### config.mk
export PLATFORM = sky130hd
export DESIGN_NAME = mem_port_arbiter
export DESIGN_NICKNAME = d
export VERILOG_FILES = /design/src/rtl/mem_port_arbiter.sv
export SDC_FILE = /design/constraint.sdc
export NUM_CORES = 1
export LEC_CHECK = 0
export BUFFER_PORTS_ARGS = -buffer_cell sky130_fd_sc_hd__clkbuf_2
export CORE_ASPECT_RATIO = 0.75
export CORE_MARGIN = 1
export CORE_UTILIZATION = 46
export DETAILED_ROUTE_END_ITERATION = 7
export PLACE_DENSITY_LB_ADDON = 0.15
export SLEW_MARGIN = 20
export SYNTH_ARGS = -nofsm -noshare
export SYNTH_HDL_FRONTEND = slang
export SYNTH_SLANG_ARGS = --single-unit
### constraint.sdc
create_clock -name clk -period 5.28 [get_ports clk]
set_clock_uncertainty 0.1 [all_clocks]
set_input_delay 0.264 -clock clk [delete_from_list [all_inputs] [get_ports clk]]
set_output_delay 0.264 -clock clk [all_outputs]
set_load 0.01 [all_outputs]
### src/rtl/mem_port_arbiter.sv
// Shares one fixed-latency single-port SRAM between fetch (IF) and load/store (MEM); MEM has fixed priority.
// Each access: grant in IDLE, WAIT_CYCLES of ACCESS, one DONE cycle with the ready pulse; freeze stalls waiting requesters.
module mem_port_arbiter #(
  parameter int ADDR_W      = 32,
  parameter int DATA_W      = 32,
  parameter int WAIT_CYCLES = 4
) (
  input  logic              clk,
  input  logic              rst,
  input  logic              if_req,
  input  logic [ADDR_W-1:0] if_addr,
  output logic [DATA_W-1:0] if_rdata,
  output logic              if_ready,
  input  logic              mem_r_en,
  input  logic              mem_w_en,
  input  logic [ADDR_W-1:0] mem_addr,
  input  logic [DATA_W-1:0] mem_wdata,
  output logic [DATA_W-1:0] mem_rdata,
  output logic              mem_ready,
  output logic              freeze,
  output logic              sram_en,
  output logic              sram_we,
  output logic [ADDR_W-1:0] sram_addr,
  output logic [DATA_W-1:0] sram_wdata,
  input  logic [DATA_W-1:0] sram_rdata
);

  localparam int CNT_W = (WAIT_CYCLES > 1) ? $clog2(WAIT_CYCLES) : 1;
  localparam logic [CNT_W-1:0] CNT_LAST = CNT_W'(WAIT_CYCLES - 1);

  typedef enum logic [1:0] {
    S_IDLE,
    S_ACCESS,
    S_DONE
  } state_t;

  state_t             r_state;
  state_t             w_state_nxt;
  logic               r_grant_mem;
  logic [CNT_W-1:0]   r_cnt;
  logic               r_sram_en;
  logic               r_sram_we;
  logic [ADDR_W-1:0]  r_sram_addr;
  logic [DATA_W-1:0]  r_sram_wdata;
  logic [DATA_W-1:0]  r_if_rdata;
  logic [DATA_W-1:0]  r_mem_rdata;
  logic               w_mem_req;
  logic               w_last;

  assign w_mem_req = mem_r_en | mem_w_en;
  assign w_last    = (r_cnt == CNT_LAST);

  always_comb begin
    w_state_nxt = r_state;
    case (r_state)
      S_IDLE:   if (w_mem_req || if_req) w_state_nxt = S_ACCESS;
      S_ACCESS: if (w_last) w_state_nxt = S_DONE;
      S_DONE:   w_state_nxt = S_IDLE;
      default:  w_state_nxt = S_IDLE;
    endcase
  end

  always_ff @(posedge clk or posedge rst) begin
    if (rst) begin
      r_state <= S_IDLE;
    end else begin
      r_state <= w_state_nxt;
    end
  end

  // Request fields are latched at grant so requesters may change them mid-access.
  always_ff @(posedge clk or posedge rst) begin
    if (rst) begin
      r_grant_mem  <= 1'b0;
      r_cnt        <= '0;
      r_sram_en    <= 1'b0;
      r_sram_we    <= 1'b0;
      r_sram_addr  <= '0;
      r_sram_wdata <= '0;
      r_if_rdata   <= '0;
      r_mem_rdata  <= '0;
    end else begin
      case (r_state)
        S_IDLE: begin
          r_cnt <= '0;
          if (w_mem_req) begin
            r_grant_mem  <= 1'b1;
            r_sram_en    <= 1'b1;
            r_sram_we    <= mem_w_en;
            r_sram_addr  <= mem_addr;
            r_sram_wdata <= mem_wdata;
          end else if (if_req) begin
            r_grant_mem  <= 1'b0;
            r_sram_en    <= 1'b1;
            r_sram_we    <= 1'b0;
            r_sram_addr  <= if_addr;
            r_sram_wdata <= '0;
          end
        end
        S_ACCESS: begin
          r_cnt <= r_cnt + CNT_W'(1);
          if (w_last) begin
            r_sram_en <= 1'b0;
            r_sram_we <= 1'b0;
            if (r_grant_mem) begin
              r_mem_rdata <= r_sram_we ? '0 : sram_rdata;
            end else begin
              r_if_rdata <= sram_rdata;
            end
          end
        end
        default: begin
          r_cnt <= '0;
        end
      endcase
    end
  end

  assign if_ready   = (r_state == S_DONE) & ~r_grant_mem;
  assign mem_ready  = (r_state == S_DONE) &  r_grant_mem;
  assign if_rdata   = r_if_rdata;
  assign mem_rdata  = r_mem_rdata;
  assign sram_en    = r_sram_en;
  assign sram_we    = r_sram_we;
  assign sram_addr  = r_sram_addr;
  assign sram_wdata = r_sram_wdata;
  assign freeze     = (if_req & ~if_ready) | (w_mem_req & ~mem_ready);

endmodule

==> metrics.md, run 1 <==
| Metric | Value |
|---|---|
| Syn_nets | about 540 |
| Synth unique cells | 25 |
| Pins Over Slew Limit | 0 |
| Layout cell share with drive strength beyond 1 | between 40% and 50% |
| Status | finished clean |
| Min-delay src | sram_rdata[13] |
| Crit path launch type | flip-flop |
| Reg2reg start | r_state[1]$_DFFE_PP0P_ |
| WL final | around 14000 um |
| Port Buffers | about 270 |
| RSZ-0062 raised after global routing | no |
| Area fraction in compound gates after synthesis | 8.66% |
| Gr usage total | 23.7% |
| Top cells by area, synth | dfrtp_1 (62%), mux2_2 (10%), mux2_1 (9.6%) |
| Mux cell area share after synthesis | 19.7% |
| Number of global-route vias before repair | 4521 |
| Ys flop type | dfrtp_1 |
| Synthesis Warnings | 0 |
| Register area share after synthesis | 61.5% |
| Die X | 128 um |
| Drt drc | 0 |
| Max_slew headroom | 33.4% |
| R2R Path End | if_rdata[12]$_DFFE_PP0P_ |
| Critical Path, Cell by Cell | nand3b_1 > nor2_4 > mux2_1 |
| H-tree levels | 4 |
| Family with the most delay on the worst path | simple AND/OR/NAND/NOR gates |
| Hold Path Class | input port to flip-flop |
| Synth Instances | 409 |
| Final ANT Viol Nets | 0 |
| Clk slew on worst S/H paths | 0.06 ns |
| Pre-CTS setup slack | 3.10 ns |
| Slowest cell delay on critical path | 0.80 ns |
| Synth area leader | dfrtp_1 |
| Root buffer cell | clkbuf_16 |
| Reg2reg setup slack | 3.10 ns |
| TNS Setup | 0 ns |
| Worst skew pair latency | 0.41 ns |
| Crit-path slowest cell | nor2_4 |
| Final std cells w/o fill | roughly 900 |
| Post-synthesis cell area | 0.00549 mm^2 |
| Synth Area in Simple Gates | 7.47% |
| Maximum net fanout on the critical path | 32 |
| Die area | 0.0124 mm^2 |
| Starting Density | 47.3% |
| CTS Buf Count | 17 |
| Syn avg cell area | about 13 um^2 |
| CTS tree | built |
| Initial antenna violation count | 0 |
| Worst VDD drop | 279 uV |
| Avg WL per Cell | between 15 and 20 um |
| IO Pins | 266 |
| # nets final | 861 |
| Hold Crit Depth | 2 |
| Ys async rst share | 100% |
| Final Cycle Share | 41.3% |
| Count of final setup violators | 0 |
| Fin. Hold Viols | 0 |
| Final Critical Period | ~2.2 ns |
| Maxcap violations | 0 |
| Chip Height | ~97 um |
| Setup Fix Bufs, Post-CTS | 0 |
| DR pass1 iterations | 4 |
| Post-synth EDFFs | 0 |
| Top cell type's share of synthesized area | between 60% and 70% |
| Core Area | 0.0116 mm^2 |
| DR vias | 4362 |
| Critical Path RT | roughly 5.5 ns |
| Synthesized flop and latch total | 135 |
| Crit Path Class | flip-flop to flip-flop |
| Clock Tree Buf Depth | 2 |
| Final Core Density | 70.0% |
| Adder-cell share of the synthesized area | 0.228% |
| Global route overflow | 0 |
| Largest family of logic cells by synthesized area | multiplexers |
| WHS Endpoint | if_rdata[13]$_DFFE_PP0P_ |
| Clk sinks | 135 |
| Setup ws final | 3.10 ns |
| Dpl hpwl | 9480 um |
| Final Instance Area | 0.00813 mm^2 |
| Via density | between 4 and 5 |
| R2r worst-path depth | 3 |
| GPL Wtd Cong | 0.763 |
| First-pass GRT wire length | 22700 um |
| Pwr/cell area | just under 600 mW/mm^2 |
| Largest net degree at the start of global routing | 84 |
| Max Freq | roughly 0.46 GHz |
| Area Overhead vs Synth | 48.0% |
| Placed Cells | 814 |
| Number of buffers and inverters on the critical path | 0 |
| Diodes inserted | 0 |
| Crit path arrival time | 2.36 ns |
| DR iter-0 viols | 165 |
| Synth Area in XOR/XNOR | 0% |
| Placed instance area | 0.00696 mm^2 |
| Measured slew at the worst slew-check pin | roughly 1.0 ns |
| Row cnt | 34 |
| Crit end category | flip-flop |
| Leakage power | 4.13 nW |
## synth_stat cells, drive strengths merged, types with 4 or more instances
master,instances
nand2b,33
dfrtp,135
o21ai,33
a22o,32
inv,4
clkbuf,12
nor2,5
buf,13
nand2,35
mux2,96
## sequential cells by signal (all words and copies together) (netlist names)
| signal | count |
|---|---|
| if_rdata | 32 |
| sram_we | 1 |
| r_grant_mem | 1 |
| sram_addr | 32 |
| sram_wdata | 32 |
| sram_en | 1 |
| r_cnt | 2 |
| mem_rdata | 32 |
| r_state | 2 |
## cell type report
type	count	area, um^2
fillers	882	3480
flip-flops and latches	135	3380
multi-input cells	245	2010
repair buffers	324	1910
clock buffers	20	467
well taps	162	203
clock inverters	12	139
inverters	4	20.0
## through the flow
step | power, mW | hold slack [ns]
after floorplan | 2.75 | 0.297
after global placement | 3.44 | 0.332
after detailed placement | 3.50 | 0.335
after CTS | 4.75 | 0.000273
after global routing | 5.01 | 0.00555
final | 4.72 | 0.0103
## layer usage
| layer | routed length (um) | track usage (%) |
|---|---|---|
| met3 | 959 | 6.80 |
| met2 | 7280 | 40.7 |
| met5 | 0 | 0 |
| met1 | 5880 | 28.0 |
| met4 | 240 | 8.69 |
## cells in the final DEF, fill, tap and decap left out, drive strengths merged, types with 2 or more instances in the layout
cell type and instances:
clkbuf 285, dfrtp 135, mux2 96, dlygate4sd3 55
nand2 35, nand2b 33, o21ai 33, a22o 32
inv 8, nor2 5, clkinvlp 4, buf 4
bufinv 2, clkinv 2
## where the power goes
group | leakage [nW] | total (mW) | internal [mW] | switching, mW
clock network | 0.286 | 1.19 | 0.739 | 0.452
registers | 1.65 | 1.84 | 1.53 | 0.302
logic | 2.19 | 1.69 | 0.827 | 0.861
total | 4.13 | 4.72 | 3.10 | 1.62
## cell families (layout without fill, tap and decap cells)
group	Yosys count	in the layout
DFF	135	135
muxes	96	96
and+or+nand+nor	79	79
AOI/OAI and AO/OA	69	69
buffers and inverters	29	360
adders and majority gates	1	1
## timing repair
action / 4_1_cts / 5_1_grt
gates resized for setup: 0 / 0
hold endpoints to repair: 61 / 82
hold buffers: 54 / 1
## how the worst max path moves through the flow
stage / start / endpoint / slack, ns / depth (start not counted)
after floorplan: rst / if_rdata[0]$_DFFE_PP0P_ / 1.30 / 1
after global placement: r_state[1]$_DFFE_PP0P_ / if_rdata[31]$_DFFE_PP0P_ / 3.14 / 3
after detailed placement: r_state[1]$_DFFE_PP0P_ / if_rdata[30]$_DFFE_PP0P_ / 3.10 / 3
after CTS: r_state[1]$_DFFE_PP0P_ / if_rdata[12]$_DFFE_PP0P_ / 3.08 / 3
after global routing: r_state[1]$_DFFE_PP0P_ / if_rdata[30]$_DFFE_PP0P_ / 2.97 / 3
final: r_state[1]$_DFFE_PP0P_ / if_rdata[12]$_DFFE_PP0P_ / 3.10 / 3
No activity file was read; power rests on OpenSTA's default activity.
==> run 2, diff against run 1 <==
--- a/config.mk
+++ b/config.mk
@@ -5,10 +5,11 @@
 export SDC_FILE = /design/constraint.sdc
 export NUM_CORES = 1
 export LEC_CHECK = 0
+export ABC_AREA = 1
 export BUFFER_PORTS_ARGS = -buffer_cell sky130_fd_sc_hd__clkbuf_2
 export CORE_ASPECT_RATIO = 0.75
 export CORE_MARGIN = 1
-export CORE_UTILIZATION = 46
+export CORE_UTILIZATION = 42
 export DETAILED_ROUTE_END_ITERATION = 7
 export PLACE_DENSITY_LB_ADDON = 0.15
 export SLEW_MARGIN = 20
==> constraint.sdc (replaced) <==
create_clock -name clk -period 1.8 [get_ports clk]
set_clock_uncertainty 0.1 [all_clocks]
set_input_delay 0.09 -clock clk [delete_from_list [all_inputs] [get_ports clk]]
set_output_delay 0.09 -clock clk [all_outputs]
set_load 0.01 [all_outputs]
==> metrics.md, run 2 <==
| Metric | Value |
|---|---|
| Fillcell total | 1045 (+18%) |
| Crit path arrival time | 1.48 ns (-0.88 ns) |
| Synth area leader | dfrtp_1 |
| Drt drc | 0 (unchanged) |
| First-pass GRT wire length | 27200 um (+20%) |
| CTS tree | built |
| Largest net degree at the start of global routing | 86 (+2.4%) |
| DR pass1 iterations | 4 (unchanged) |
| Final ANT Viol Nets | 0 (unchanged) |
| Number of global-route vias before repair | 5687 (+26%) |
| Via density | 4.68 (-3.2%) |
| Chip Height | 103 um (+6.4%) |
| Status | finished clean |
| Final Instance Area | 0.00915 mm^2 (+13%) |
| Critical Path, Cell by Cell | inv_2 > nand2_1 > nor2_1 > o21ai_0 > clkbuf_2 |
| Fin. Hold Viols | 0 (unchanged) |
| Gr usage total | 25.2% (+1.5 points) |
| Crit-path slowest cell | dfrtp_2 |
| Layout cell share with drive strength beyond 1 | 29.2% (-19 points) |
| Maximum net fanout on the critical path | 4 (-88%) |
| # nets final | 1224 (+42%) |
| Maxcap violations | 0 (unchanged) |
| Top-count cell post-synth | nand2_1 |
| Register Area | 0.00338 mm^2 (about the same) |
| H-tree levels | 4 (unchanged) |
| Count of final setup violators | 0 (unchanged) |
| Avg WL per Cell | 13.5 um (-15%) |
| Top cell type's share of synthesized area | 59.3% (-2.2 points) |
| Port Buffers | 265 (unchanged) |
| Dpl hpwl | 10600 um (+12%) |
| Clk sinks | 135 (unchanged) |
| Synth unique cells | 15 (-40%) |
| WL final | 17200 um (+20%) |
| Leakage power | 5.13 nW (+24%) |
| Final Hold Slack | 0.136 ns (+0.125 ns) |
| Synthesis Warnings | 0 (unchanged) |
| Global route overflow | 0 (unchanged) |
| Most common cell after layout, fill and taps aside | nand2_1 |
| GPL Wtd Cong | 0.800 (+4.8%) |
| Die area | 0.0140 mm^2 (+13%) |
| Syn_nets | 833 (+53%) |
| Final Critical Period | 1.67 ns |
| Crit path launch type | flip-flop |
| Measured slew at the worst slew-check pin | 0.635 ns (-0.361 ns) |
| Row cnt | 36 (+5.9%) |
| Max_slew headroom | 57.7% (+24 points) |
| Top cells by area, synth | dfrtp_1 (59%), nand2_1 (26%), nand3_1 (5.8%) |
| Pins Over Slew Limit | 0 (unchanged) |
| Max Freq | 0.600 GHz |
| Final Cycle Share | 92.6% |
| Syn avg cell area | 8.15 um^2 (-39%) |
| Pwr/cell area | 1570 mW/mm^2 (+170%) |
| Clk slew on worst S/H paths | 0.06 ns (about the same) |
| IO Pins | 266 (unchanged) |
| DR vias | 5962 (+37%) |
| Clock Tree Buf Depth | 2 (unchanged) |
| DR iter-0 viols | 286 (+73%) |
| CTS Buf Count | 17 (unchanged) |
| Setup Fix Bufs, Post-CTS | 0 (unchanged) |
| Worst skew pair latency | 0.41 ns (about the same) |
| Placed instance area | 0.00721 mm^2 (+3.7%) |
| Hold Path Class | input port to flip-flop |
| Reg2reg setup slack | 0.15 ns (-2.95 ns) |
| Critical Path RT | 1.61 ns (-3.85 ns) |
| Ys flop type | dfrtp_1 |
| Diodes inserted | 0 (unchanged) |
| Ys async rst share | 100% (unchanged) |
| Most frequent cells in the layout | nand2_1 (397), clkbuf_2 (265), dfrtp_1 (134) |
| Root buffer cell | clkbuf_16 |
| Synthesized flop and latch total | 135 (unchanged) |
| Starting Density | 43.5% (-3.8 points) |
| Number of buffers and inverters on the critical path | 2 (+2) |
| Footprint of the multi-input gates | 0.00208 mm^2 (+3.4%) |
| Slowest cell delay on critical path | 0.42 ns (-0.38 ns) |
| Initial antenna violation count | 0 (unchanged) |
| Register area share after synthesis | 59.3% (-2.2 points) |
| Power, Total | 14.3 mW (+200%) |
| Core Area | 0.0131 mm^2 (+13%) |
| Synth Instances | 699 (+71%) |
| RSZ-0062 raised after global routing | no |
| Post-synthesis cell area | 0.00570 mm^2 (+3.7%) |
| Post-synth EDFFs | 0 (unchanged) |
| Family with the most delay on the worst path | flip-flops |
| Most frequent cells after synthesis | nand2_1 (399), dfrtp_1 (135), nand3_1 (66) |
| Area Overhead vs Synth | 60.6% |
| Crit end category | primary output |
| Worst VDD drop | 942 uV (+240%) |
| Die X | 136 um (+6.5%) |
| Crit Path Class | flip-flop to primary output |
## run 2: layer usage
layer	vias up	track usage, %	routed length [um]
li1	2968	-	-
met1	2752	32.6	7640
met2	205	41.0	8200
met3	37	5.85	948
met4	0	10.6	428
met5	-	0	0
## run 2: worst paths after layout
kind,from,to,cells after the start
max,r_state[0]$_DFFE_PP0P_,freeze,5
min,mem_w_en,sram_en$_DFFE_PP0P_,6
max reg2reg,r_state[0]$_DFFE_PP0P_,r_grant_mem$_DFFE_PP0P_,5
min reg2reg,r_cnt[0]$_DFF_PP0_,r_cnt[0]$_DFF_PP0_,1
max in group asynchronous,rst,r_state[0]$_DFFE_PP0P_,4
min in group asynchronous,rst,sram_addr[0]$_DFFE_PP0P_,4
## run 2: timing repair
action | CTS | global route
hold endpoints to repair | 265 | 0
hold buffers | 133 | 0
gates resized for setup | 0 | 2
setup endpoints to repair | 0 | 1
## run 2: worst min-delay path, stage by stage
cell and delay (ns):
clkbuf_2 0.09, nor2_2 0.04, nand2_1 0.08, nand2_2 0.06, buf_4 0.18, nand2_1 0.06
## run 2: through the flow
step	instances	setup WS [ns]	setup TNS, ns	utilization [%]
detailed placement	1109	0.306	0	55.0
global placement	1109	0.330	0	55.0
global route	1274	0.0540	0	69.8
CTS	1274	0.138	0	69.8
finish	1274	0.134	0	69.8
floorplan	699	-0.0692	-9.34	-
## run 2: logic make-up after synthesis
family,count (synthesis),share of synthesized area [%]
AND/OR/NAND/NOR,474,33.1
flip-flops,135,59.3
AO/OA/AOI/OAI,35,3.07
adder cells (fa/ha/maj),1,0.220
buffers and inverters,54,4.35
## run 2: power by group
group          total [mW]  internal, mW  switching, mW
clock                3.52          2.11           1.41
combinational        5.52          2.21           3.30
sequential           5.29          4.46          0.828
## run 2: layout make-up
cell class              count  share of cell area [%]
inverters                  13                   0.574
flip-flops and latches    135                    36.9
clock buffers              18                    4.80
clock inverters            14                    1.81
well taps                 171                    2.34
multi-input cells         510                    22.7
repair buffers            413                    30.8
==> run 3, diff against run 2 <==
--- a/config.mk
+++ b/config.mk
@@ -5,7 +5,6 @@
 export SDC_FILE = /design/constraint.sdc
 export NUM_CORES = 1
 export LEC_CHECK = 0
-export ABC_AREA = 1
 export BUFFER_PORTS_ARGS = -buffer_cell sky130_fd_sc_hd__clkbuf_2
 export CORE_ASPECT_RATIO = 0.75
 export CORE_MARGIN = 1
==> metrics.md, run 3 (same netlist as run 1, synthesis figures left out) <==
| Metric | Value |
|---|---|
| Status | finished clean |
| DR vias | 4772 (-20%) |
| Leakage power | 4.50 nW (-12%) |
| Reg2reg start | r_cnt[0]$_DFF_PP0_ |
| CTS tree | built |
| Final Instance Area | 0.00901 mm^2 (-1.5%) |
| R2r worst-path depth | 5 (unchanged) |
| Critical Path RT | 1.98 ns (+0.37 ns) |
| IO Pins | 266 (unchanged) |
| First-pass GRT wire length | 25400 um (-6.7%) |
| Worst skew pair latency | 0.40 ns (about the same) |
| Number of global-route vias before repair | 5084 (-11%) |
| Reg2reg setup slack | 0.15 ns (about the same) |
| Pre-CTS setup slack | -0.0476 ns (-0.353 ns) |
| Max_slew headroom | 45.8% (-12 points) |
| DR pass1 iterations | 7 (+3) |
| GPL Wtd Cong | 0.754 (-5.8%) |
| Clock Tree Buf Depth | 2 (unchanged) |
| Layout cell share with drive strength beyond 1 | 44.5% (+15 points) |
| Worst setup path end | sram_addr[24]$_DFFE_PP0P_ |
| Critical Path Start | if_addr[24] |
| Setup Fix Bufs, Post-CTS | 0 (unchanged) |
| Die X | 134 um (-1.8%) |
| Pins Over Slew Limit | 0 (unchanged) |
| Via density | 4.80 (+2.6%) |
| Placed Cells | 831 (-25%) |
| Root buffer cell | clkbuf_16 |
| Power, Total | 14.0 mW (-2.1%) |
| Worst VDD drop | 824 uV (-13%) |
| Fillcell total | 895 (-14%) |
| R2R Path End | if_rdata[11]$_DFFE_PP0P_ |
| Final Hold Slack | 0.0215 ns (-0.114 ns) |
| RSZ-0062 raised after global routing | no |
| DR iter-0 viols | 119 (-58%) |
| Most frequent cells in the layout | clkbuf_2 (265), dfrtp_1 (135), dlygate4sd3_1 (130) |
| CTS Buf Count | 17 (unchanged) |
| Crit Path Class | input port to flip-flop |
| Final Core Density | 72.0% (+2.2 points) |
| Drt drc | 0 (unchanged) |
| Maxcap violations | 0 (unchanged) |
| Die area | 0.0135 mm^2 (-3.5%) |
| Slowest cell delay on critical path | 0.56 ns (+0.14 ns) |
| Chip Height | 101 um (-1.8%) |
| Count of final setup violators | 0 (unchanged) |
| Core Area | 0.0125 mm^2 (-4.4%) |
| Crit-path slowest cell | dlygate4sd3_1 |
| Largest net degree at the start of global routing | 78 (-9.3%) |
| Clk slew on worst S/H paths | 0.06 ns (about the same) |
| Crit path arrival time | 1.89 ns (+0.41 ns) |
| Fin. Hold Viols | 0 (unchanged) |
| Avg WL per Cell | 16.0 um (+19%) |
| WL final | 15900 um (-7.4%) |
| Port Buffers | 265 (unchanged) |
| Final ANT Viol Nets | 0 (unchanged) |
| Maximum net fanout on the critical path | 1 (-3) |
| H-tree levels | 4 (unchanged) |
| Final Critical Period | 1.70 ns (+0.0377 ns) |
| TNS Setup | 0 ns (unchanged) |
| Final Cycle Share | 94.6% (+2.1 points) |
| Hold Path Class | input port to flip-flop |
| Final std cells w/o fill | 994 (-22%) |
| Critical Path, Cell by Cell | dlygate4sd3_1 > clkbuf_2 > mux2_1 > dlygate4sd3_1 > mux2_1 |
| Max Freq | 0.587 GHz (-2.2%) |
| Most common cell after layout, fill and taps aside | clkbuf_2 |
| Starting Density | 43.9% (+0.39 points) |
| Dpl hpwl | 10100 um (-5.3%) |
| Global route overflow | 0 (unchanged) |
| # nets final | 948 (-23%) |
| Pwr/cell area | 1560 mW/mm^2 (-0.62%) |
| Placed instance area | 0.00714 mm^2 (-1.1%) |
| Setup ws final | 0.0964 ns (-0.0377 ns) |
| Clk sinks | 135 (unchanged) |
| Row cnt | 35 (-2.8%) |
| Crit path launch type | input port |
| Crit end category | flip-flop |
| Measured slew at the worst slew-check pin | 0.813 ns (+0.178 ns) |
| Gr usage total | 24.6% (-0.63 points) |
| Area Overhead vs Synth | 64.1% |
| Initial antenna violation count | 1 (+1) |
run 3: cell types whose count changed in the layout (fill, tap and decap cells not counted), sizes merged, moves of 2 or more:
cell / previous run / this run
a22o: 0 / 32
dlygate4sd3: 133 / 130
inv: 17 / 6
mux2: 0 / 96
nand2: 399 / 35
nand2b: 0 / 33
nand3: 66 / 0
nor2: 8 / 5
o21ai: 35 / 33
run 3: cell type report:
| type | count | area (um^2) | area share (%) |
|---|---|---|---|
| clock inverter | 13 | 124 | 1.37 |
| multi-input combinational | 245 | 2020 | 22.4 |
| tap | 166 | 208 | 2.30 |
| clock buffer | 19 | 443 | 4.91 |
| timing repair buffer | 411 | 2820 | 31.3 |
| antenna | 1 | 2.50 | 0.0278 |
| inverter | 4 | 18.8 | 0.208 |
| sequential | 135 | 3380 | 37.5 |
run 3: layer usage:
layer	routed length [um]	up-vias	share of wire, %	global-route usage (%)
met4	401	0	2.5	11.1
met2	8170	181	51	43.1
met1	6460	2293	41	28.3
met5	0	-	0	0
li1	-	2264	-	-
met3	908	34	5.7	6.59
run 3: worst max-delay path, delay by kind of cell:
| family | cells | cell delay, ns |
|---|---|---|
| buf+inv | 3 | 1.23 |
| mux | 2 | 0.57 |
run 3: worst min path at each step:
stage | endpoint | start | cells past startpoint | slack (ns)
5_1_grt | sram_we$_DFFE_PP0P_ | mem_w_en | 3 | 0.05
3_5_place_dp | sram_wdata[6]$_DFFE_PP0P_ | rst | 3 | 0.13
4_1_cts | sram_we$_DFFE_PP0P_ | mem_w_en | 3 | 0.03
2_1_floorplan | sram_wdata[0]$_DFFE_PP0P_ | mem_wdata[0] | 1 | 0.12
6_report | sram_we$_DFFE_PP0P_ | mem_w_en | 3 | 0.02
3_3_place_gp | sram_wdata[6]$_DFFE_PP0P_ | rst | 3 | 0.12
run 3: power by group:
group / leakage (nW) / switching (mW) / internal (mW)
Sequential: 1.65 / 0.819 / 4.50
Clock: 0.270 / 1.33 / 1.95
Combinational: 2.58 / 2.73 / 2.69
run 3: timing repair:
| item | CTS | global route |
|---|---|---|
| gates resized for setup | 0 | 2 |
| hold endpoints to repair | 264 | 0 |
| hold buffers | 130 | 0 |
| setup endpoints to repair | 0 | 25 |
